<file path="src/rtl/z16_uart_tx.sv">
// Memory-mapped 8N1 UART transmitter for the Z16CPU data bus.
// CPU stores feed a small byte FIFO; a START/DATA/STOP FSM serialises it onto o_tx.
module z16_uart_tx #(
  parameter logic [15:0] BASE_ADDR    = 16'hFF00,
  parameter int          FIFO_DEPTH   = 4,
  parameter logic [15:0] CLKS_PER_BIT = 16'd8
) (
  input  logic        i_clk,
  input  logic        i_rst_n,
  input  logic        i_we,
  input  logic        i_re,
  input  logic [15:0] i_addr,
  input  logic [15:0] i_wdata,
  output logic [15:0] o_rdata,
  output logic        o_tx,
  output logic        o_busy
);

  localparam int PW = $clog2(FIFO_DEPTH);
  localparam int CW = PW + 1;

  typedef enum logic [1:0] {IDLE, START, DATA, STOP} state_e;

  state_e          state_q, state_d;
  logic [7:0]      mem_q [FIFO_DEPTH];
  logic [PW-1:0]   wrPtr_q, wrPtr_d, rdPtr_q, rdPtr_d;
  logic [CW-1:0]   count_q, count_d;
  logic            ovf_q, ovf_d;
  logic [15:0]     baudDiv_q, baudDiv_d;
  logic [15:0]     activeDiv_q, activeDiv_d;
  logic [15:0]     timer_q, timer_d;
  logic [7:0]      shift_q, shift_d;
  logic [2:0]      bitIdx_q, bitIdx_d;

  logic selData, selStat, selDiv;
  logic full, empty, pop, pushReq, push, bitDone;
  logic [3:0] countNib;

  assign selData  = (i_addr == BASE_ADDR);
  assign selStat  = (i_addr == BASE_ADDR + 16'd1);
  assign selDiv   = (i_addr == BASE_ADDR + 16'd2);
  assign full     = (count_q == CW'(FIFO_DEPTH));
  assign empty    = (count_q == '0);
  assign pop      = (state_q == IDLE) && !empty;
  assign pushReq  = i_we && selData;
  // A pop in the same cycle frees the slot, so a full FIFO can still accept.
  assign push     = pushReq && (!full || pop);
  assign bitDone  = (timer_q == 16'd0);
  assign countNib = 4'(count_q);

  always_comb begin
    wrPtr_d   = wrPtr_q + PW'(push);
    rdPtr_d   = rdPtr_q + PW'(pop);
    count_d   = count_q + CW'(push) - CW'(pop);
    ovf_d     = ovf_q;
    baudDiv_d = baudDiv_q;
    if (i_we && selStat && i_wdata[3]) ovf_d = 1'b0;
    if (pushReq && !push) ovf_d = 1'b1;
    if (i_we && selDiv) baudDiv_d = (i_wdata < 16'd2) ? 16'd2 : i_wdata;
  end

  always_ff @(posedge i_clk or negedge i_rst_n) begin
    if (!i_rst_n) begin
      wrPtr_q   <= '0;
      rdPtr_q   <= '0;
      count_q   <= '0;
      ovf_q     <= 1'b0;
      baudDiv_q <= CLKS_PER_BIT;
    end else begin
      wrPtr_q   <= wrPtr_d;
      rdPtr_q   <= rdPtr_d;
      count_q   <= count_d;
      ovf_q     <= ovf_d;
      baudDiv_q <= baudDiv_d;
    end
  end

  always_ff @(posedge i_clk) begin
    if (push) mem_q[wrPtr_q] <= i_wdata[7:0];
  end

  always_ff @(posedge i_clk or negedge i_rst_n) begin
    if (!i_rst_n) state_q <= IDLE;
    else          state_q <= state_d;
  end

  always_comb begin
    state_d = state_q;
    unique case (state_q)
      IDLE:  if (!empty) state_d = START;
      START: if (bitDone) state_d = DATA;
      DATA:  if (bitDone && bitIdx_q == 3'd7) state_d = STOP;
      STOP:  if (bitDone) state_d = IDLE;
      default: state_d = IDLE;
    endcase
  end

  // Bit timing: the divisor is captured once per frame so BAUDDIV writes only affect later frames.
  always_comb begin
    activeDiv_d = activeDiv_q;
    shift_d     = shift_q;
    bitIdx_d    = bitIdx_q;
    timer_d     = timer_q;
    if (state_q != IDLE) timer_d = bitDone ? activeDiv_q - 16'd1 : timer_q - 16'd1;
    unique case (state_q)
      IDLE: begin
        if (pop) begin
          shift_d     = mem_q[rdPtr_q];
          bitIdx_d    = 3'd0;
          activeDiv_d = baudDiv_q;
          timer_d     = baudDiv_q - 16'd1;
        end
      end
      DATA: begin
        if (bitDone && bitIdx_q != 3'd7) begin
          bitIdx_d = bitIdx_q + 3'd1;
          shift_d  = shift_q >> 1;
        end
      end
      default: ;
    endcase
  end

  always_ff @(posedge i_clk or negedge i_rst_n) begin
    if (!i_rst_n) begin
      activeDiv_q <= CLKS_PER_BIT;
      shift_q     <= 8'd0;
      bitIdx_q    <= 3'd0;
      timer_q     <= 16'd0;
    end else begin
      activeDiv_q <= activeDiv_d;
      shift_q     <= shift_d;
      bitIdx_q    <= bitIdx_d;
      timer_q     <= timer_d;
    end
  end

  always_comb begin
    o_busy = !empty || (state_q != IDLE);
    unique case (state_q)
      START:   o_tx = 1'b0;
      DATA:    o_tx = shift_q[0];
      default: o_tx = 1'b1;
    endcase
  end

  always_comb begin
    o_rdata = 16'h0000;
    if (i_re) begin
      if (selStat)     o_rdata = {8'h00, countNib, ovf_q, state_q != IDLE, empty, full};
      else if (selDiv) o_rdata = baudDiv_q;
    end
  end

endmodule

</file>
<file path="config.mk">
export PLATFORM = sky130hd
export DESIGN_NAME = z16_uart_tx
export DESIGN_NICKNAME = d
export VERILOG_FILES = /design/src/rtl/z16_uart_tx.sv
export SDC_FILE = /design/constraint.sdc
export NUM_CORES = 1
export LEC_CHECK = 0
export ABC_AREA = 1
export CORE_UTILIZATION = 25
export DETAILED_ROUTE_END_ITERATION = 10
export PLACE_DENSITY = 0.48
export SLEW_MARGIN = 20
export SYNTH_ARGS = -nofsm -noshare
export SYNTH_HDL_FRONTEND = slang
export SYNTH_SLANG_ARGS = --single-unit
</file>
<file path="constraint.sdc">
create_clock -name i_clk -period 3.65 [get_ports i_clk]
set_input_delay 0.73 -clock i_clk [delete_from_list [all_inputs] [get_ports i_clk]]
set_output_delay 0.73 -clock i_clk [all_outputs]
set_load 0.05 [all_outputs]
</file>
==> qor.yml <==
status: "completed"
pin_count: 54
period_minus_slack_ns: 3.38
critPathRequiredTime_ns: 2.92
cts.clk_slew.worst_paths_ns: 0.08
wl_mm: 14.8
nets: 761
p_leak_nw: 2.99
synthTopCellsByArea: "dfrtp_1, edfxtp_1, nand2_1, inv_1, nor2_1"
rsz0062_at_grt: "no"
dieHeight_um: 151
dr.pass1.iters: 4
ys.warnings.count: 0
area_growth_pct: 24.4
grt_use_total_pct: 13.9
relSlewSlack_pct: 38.9
clock-sinks: 101
clock.fmax_mhz: 296
dp_cells: 981
startpoint_type: "primary input"
critPathBufInv: 2
setup_viol: 0
finalHoldViolCount: 0
critPathKind: "in2out"
cap_violations: 0
root_buffer: "clkbuf_16"
r2r_end: "count_q[2]$_DFF_PN0_"
wl_per_cell_um: 14.8
synth-seq-cells: 101
grt.overflow.total: 0
h-tree-depth: 3
ys_seq_area_share_pct: 48.6
netlist_area_mm2: 0.00553
drc: 0
gp_congestion: 0.779
synth_common_cells: "nand2_1, dfrtp_1, inv_1, nor2_1, nand3_1"
critPathCaptureType: "output pin"
core-area_mm2: 0.0218
die_w_um: 151
cp_slowest_cell: "o31ai_1"
antenna_found_initial: 0
synthFlopType: "dfrtp_1"
min_path_type: "in2async"
async_flop_share_pct: 68.3
crit_start: "i_addr[14]"
rows: 54
syn_nets: 702
worstSetupEndpoint: "o_rdata[5]"
cts_buffers: 9
max_slew.worst_pin.slew_ns: 0.917
drt_iter0_markers: 235
syn_inst: 653
hold_slack_ns: 0.469
diodes: 0
cp_max_fo: 9
worstSkewPairLatency_ns: 0.36
dp_hpwl_mm: 10.9
grt_pass1_vias: 4376
synth_top_area_share_pct: 30.3
viasPerCell: 4.55
cp.arrival_ns: 2.65
dieArea_mm2: 0.0227
cts_setup_buffers: 0
timing.rr.start: "state_q[1]$_DFFE_PN0P_"
drv_slew: 0
crit_family: "simple AND/OR/NAND/NOR gates"
grt_max_degree: 70
crit_cells: 8
vias: 4535
drive_above_1_share_pct: 13.0
finClkSkew_ns: 0.0117
power.density_mw_per_mm2: 600
initial_core_util_pct: 25.4
rr_worst_depth: 12
avgSynthCellArea_um2: 8.47
stdcell_count: 997
ir_drop_uv: 220
synth_most_common_cell: "nand2_1"
cp_slowest_stage_delay_ns: 0.48
clk_path_buf_depth: 2
cts_tree: "built"
synth-edff-count: 32
period_share_pct: 92.5
synth_largest_area_cell: "dfrtp_1"
reg2reg_slack_ns: 1.16
setup_tns_ns: 0
cp_cell_sequence: "clkdlybuf4s50_1, nand4_1, nor2_1, nand3_1, nor2_2, nand2_1, o31ai_1, buf_12"
ys_types: 50
ant_nets: 0
grt_pass1_wl_mm: 24.1
port_buffers: 53
-- layout make-up --
class / instances / area (um^2)
Sequential cell: 101 / 2690
Multi-Input combinational cell: 456 / 2450
Timing Repair Buffer: 67 / 793
Inverter: 77 / 289
Fill cell: 2342 / 14900
Clock inverter: 7 / 83.8
Clock buffer: 9 / 225
Tap cell: 280 / 350
-- flip-flops by register name, indices dropped and copies added (netlist names) --
signal,cells
timer_q,16
wrPtr_q,2
ovf_q,1
bitIdx_q,3
rdPtr_q,2
baudDiv_q,16
state_q,2
count_q,3
activeDiv_q,16
mem_q,32
shift_q,8
-- worst register-to-register path, cell delays in order, from the launching register on --
cell and delay [ns]:
dfrtp_1 0.40, inv_1 0.10, ha_1 0.20, buf_4 0.21
nor2_1 0.09, nor2_1 0.19, inv_1 0.13, ha_1 0.28
inv_1 0.05, ha_1 0.13, inv_1 0.05, fa_1 0.37
xor2_1 0.17
-- cell families after synthesis --
logic type	synth area share, %
flops	48.6
buf+inv	7.26
fa+ha+maj	3.08
simple gates	27.6
xor+xnor	1.27
mux	1.27
compound gates	10.9
-- cells in the final DEF (no fill, tap or decap), types with 2 or more instances in the layout --
master | synthesis | layout
a21oi_1 | 14 | 14
a31oi_1 | 6 | 6
buf_12 | 0 | 16
buf_4 | 2 | 15
clkbuf_16 | 0 | 9
clkdlybuf4s50_1 | 0 | 36
clkinv_8 | 0 | 2
dfrtp_1 | 67 | 67
dfstp_2 | 2 | 2
edfxtp_1 | 32 | 32
ha_1 | 12 | 12
inv_1 | 67 | 67
inv_2 | 9 | 9
inv_8 | 0 | 3
mux2i_1 | 7 | 7
nand2_1 | 150 | 150
nand2_2 | 7 | 7
nand2_4 | 4 | 4
nand3_1 | 44 | 44
nand3_4 | 2 | 2
nand3b_1 | 3 | 3
nand4_1 | 7 | 7
nor2_1 | 67 | 66
nor2_2 | 8 | 9
nor2_4 | 5 | 5
nor3_1 | 16 | 15
nor4_1 | 5 | 5
o211ai_1 | 2 | 2
o21ai_0 | 25 | 25
o21ai_1 | 31 | 31
o221ai_1 | 9 | 9
o22ai_1 | 5 | 5
o32ai_1 | 2 | 2
or2_2 | 2 | 2
xor2_1 | 8 | 8
-- what timing repair did --
item,CTS,global route
hold buffers,0,0
gates resized for setup,0,1
endpoints found under the setup margin,0,1
-- where the power goes --
group          switching (W)  internal, W  leakage [nW]  total (W)
logic               0.000982     0.000556          1.77    0.00154
clock network       0.000510     0.000494         0.151    0.00100
registers           0.000174      0.00141          1.07    0.00159
-- per-layer routing --
layer / GRT usage, % / up-vias / share of wire (%)
met4: 4.25 / 0 / 1.5
met1: 20.3 / 2140 / 50
met3: 2.79 / 17 / 4.0
met2: 20.5 / 83 / 44
met5: 0 / - / 0
li1: - / 2295 / -
-- worst min path at each step --
stage / startpoint / end / slack [ns] / cells past startpoint
2_1_floorplan: i_rst_n / activeDiv_q[0]$_DFFE_PN0P_ / 0.43 / 0
3_3_place_gp: wrPtr_q[1]$_DFF_PN0_ / wrPtr_q[1]$_DFF_PN0_ / 0.46 / 1
3_5_place_dp: wrPtr_q[1]$_DFF_PN0_ / wrPtr_q[1]$_DFF_PN0_ / 0.46 / 1
4_1_cts: wrPtr_q[1]$_DFF_PN0_ / wrPtr_q[1]$_DFF_PN0_ / 0.47 / 1
5_1_grt: activeDiv_q[6]$_DFFE_PN0P_ / activeDiv_q[6]$_DFFE_PN0P_ / 0.50 / 2
6_report: i_rst_n / activeDiv_q[15]$_DFFE_PN0P_ / 0.47 / 1
-- through the flow --
step	power, W	worst slack (ns)	cell area, um^2	util [%]
final	0.00413	0.273	6880	31.6
after global routing	0.00446	0.104	6880	31.6
after CTS	0.00417	0.271	6870	31.6
after detailed placement	0.00316	0.307	6570	30.2
after global placement	0.00316	0.303	6570	30.2
after floorplan	0.00271	0.380	5530	-
Power figures use the tool's default switching activity.
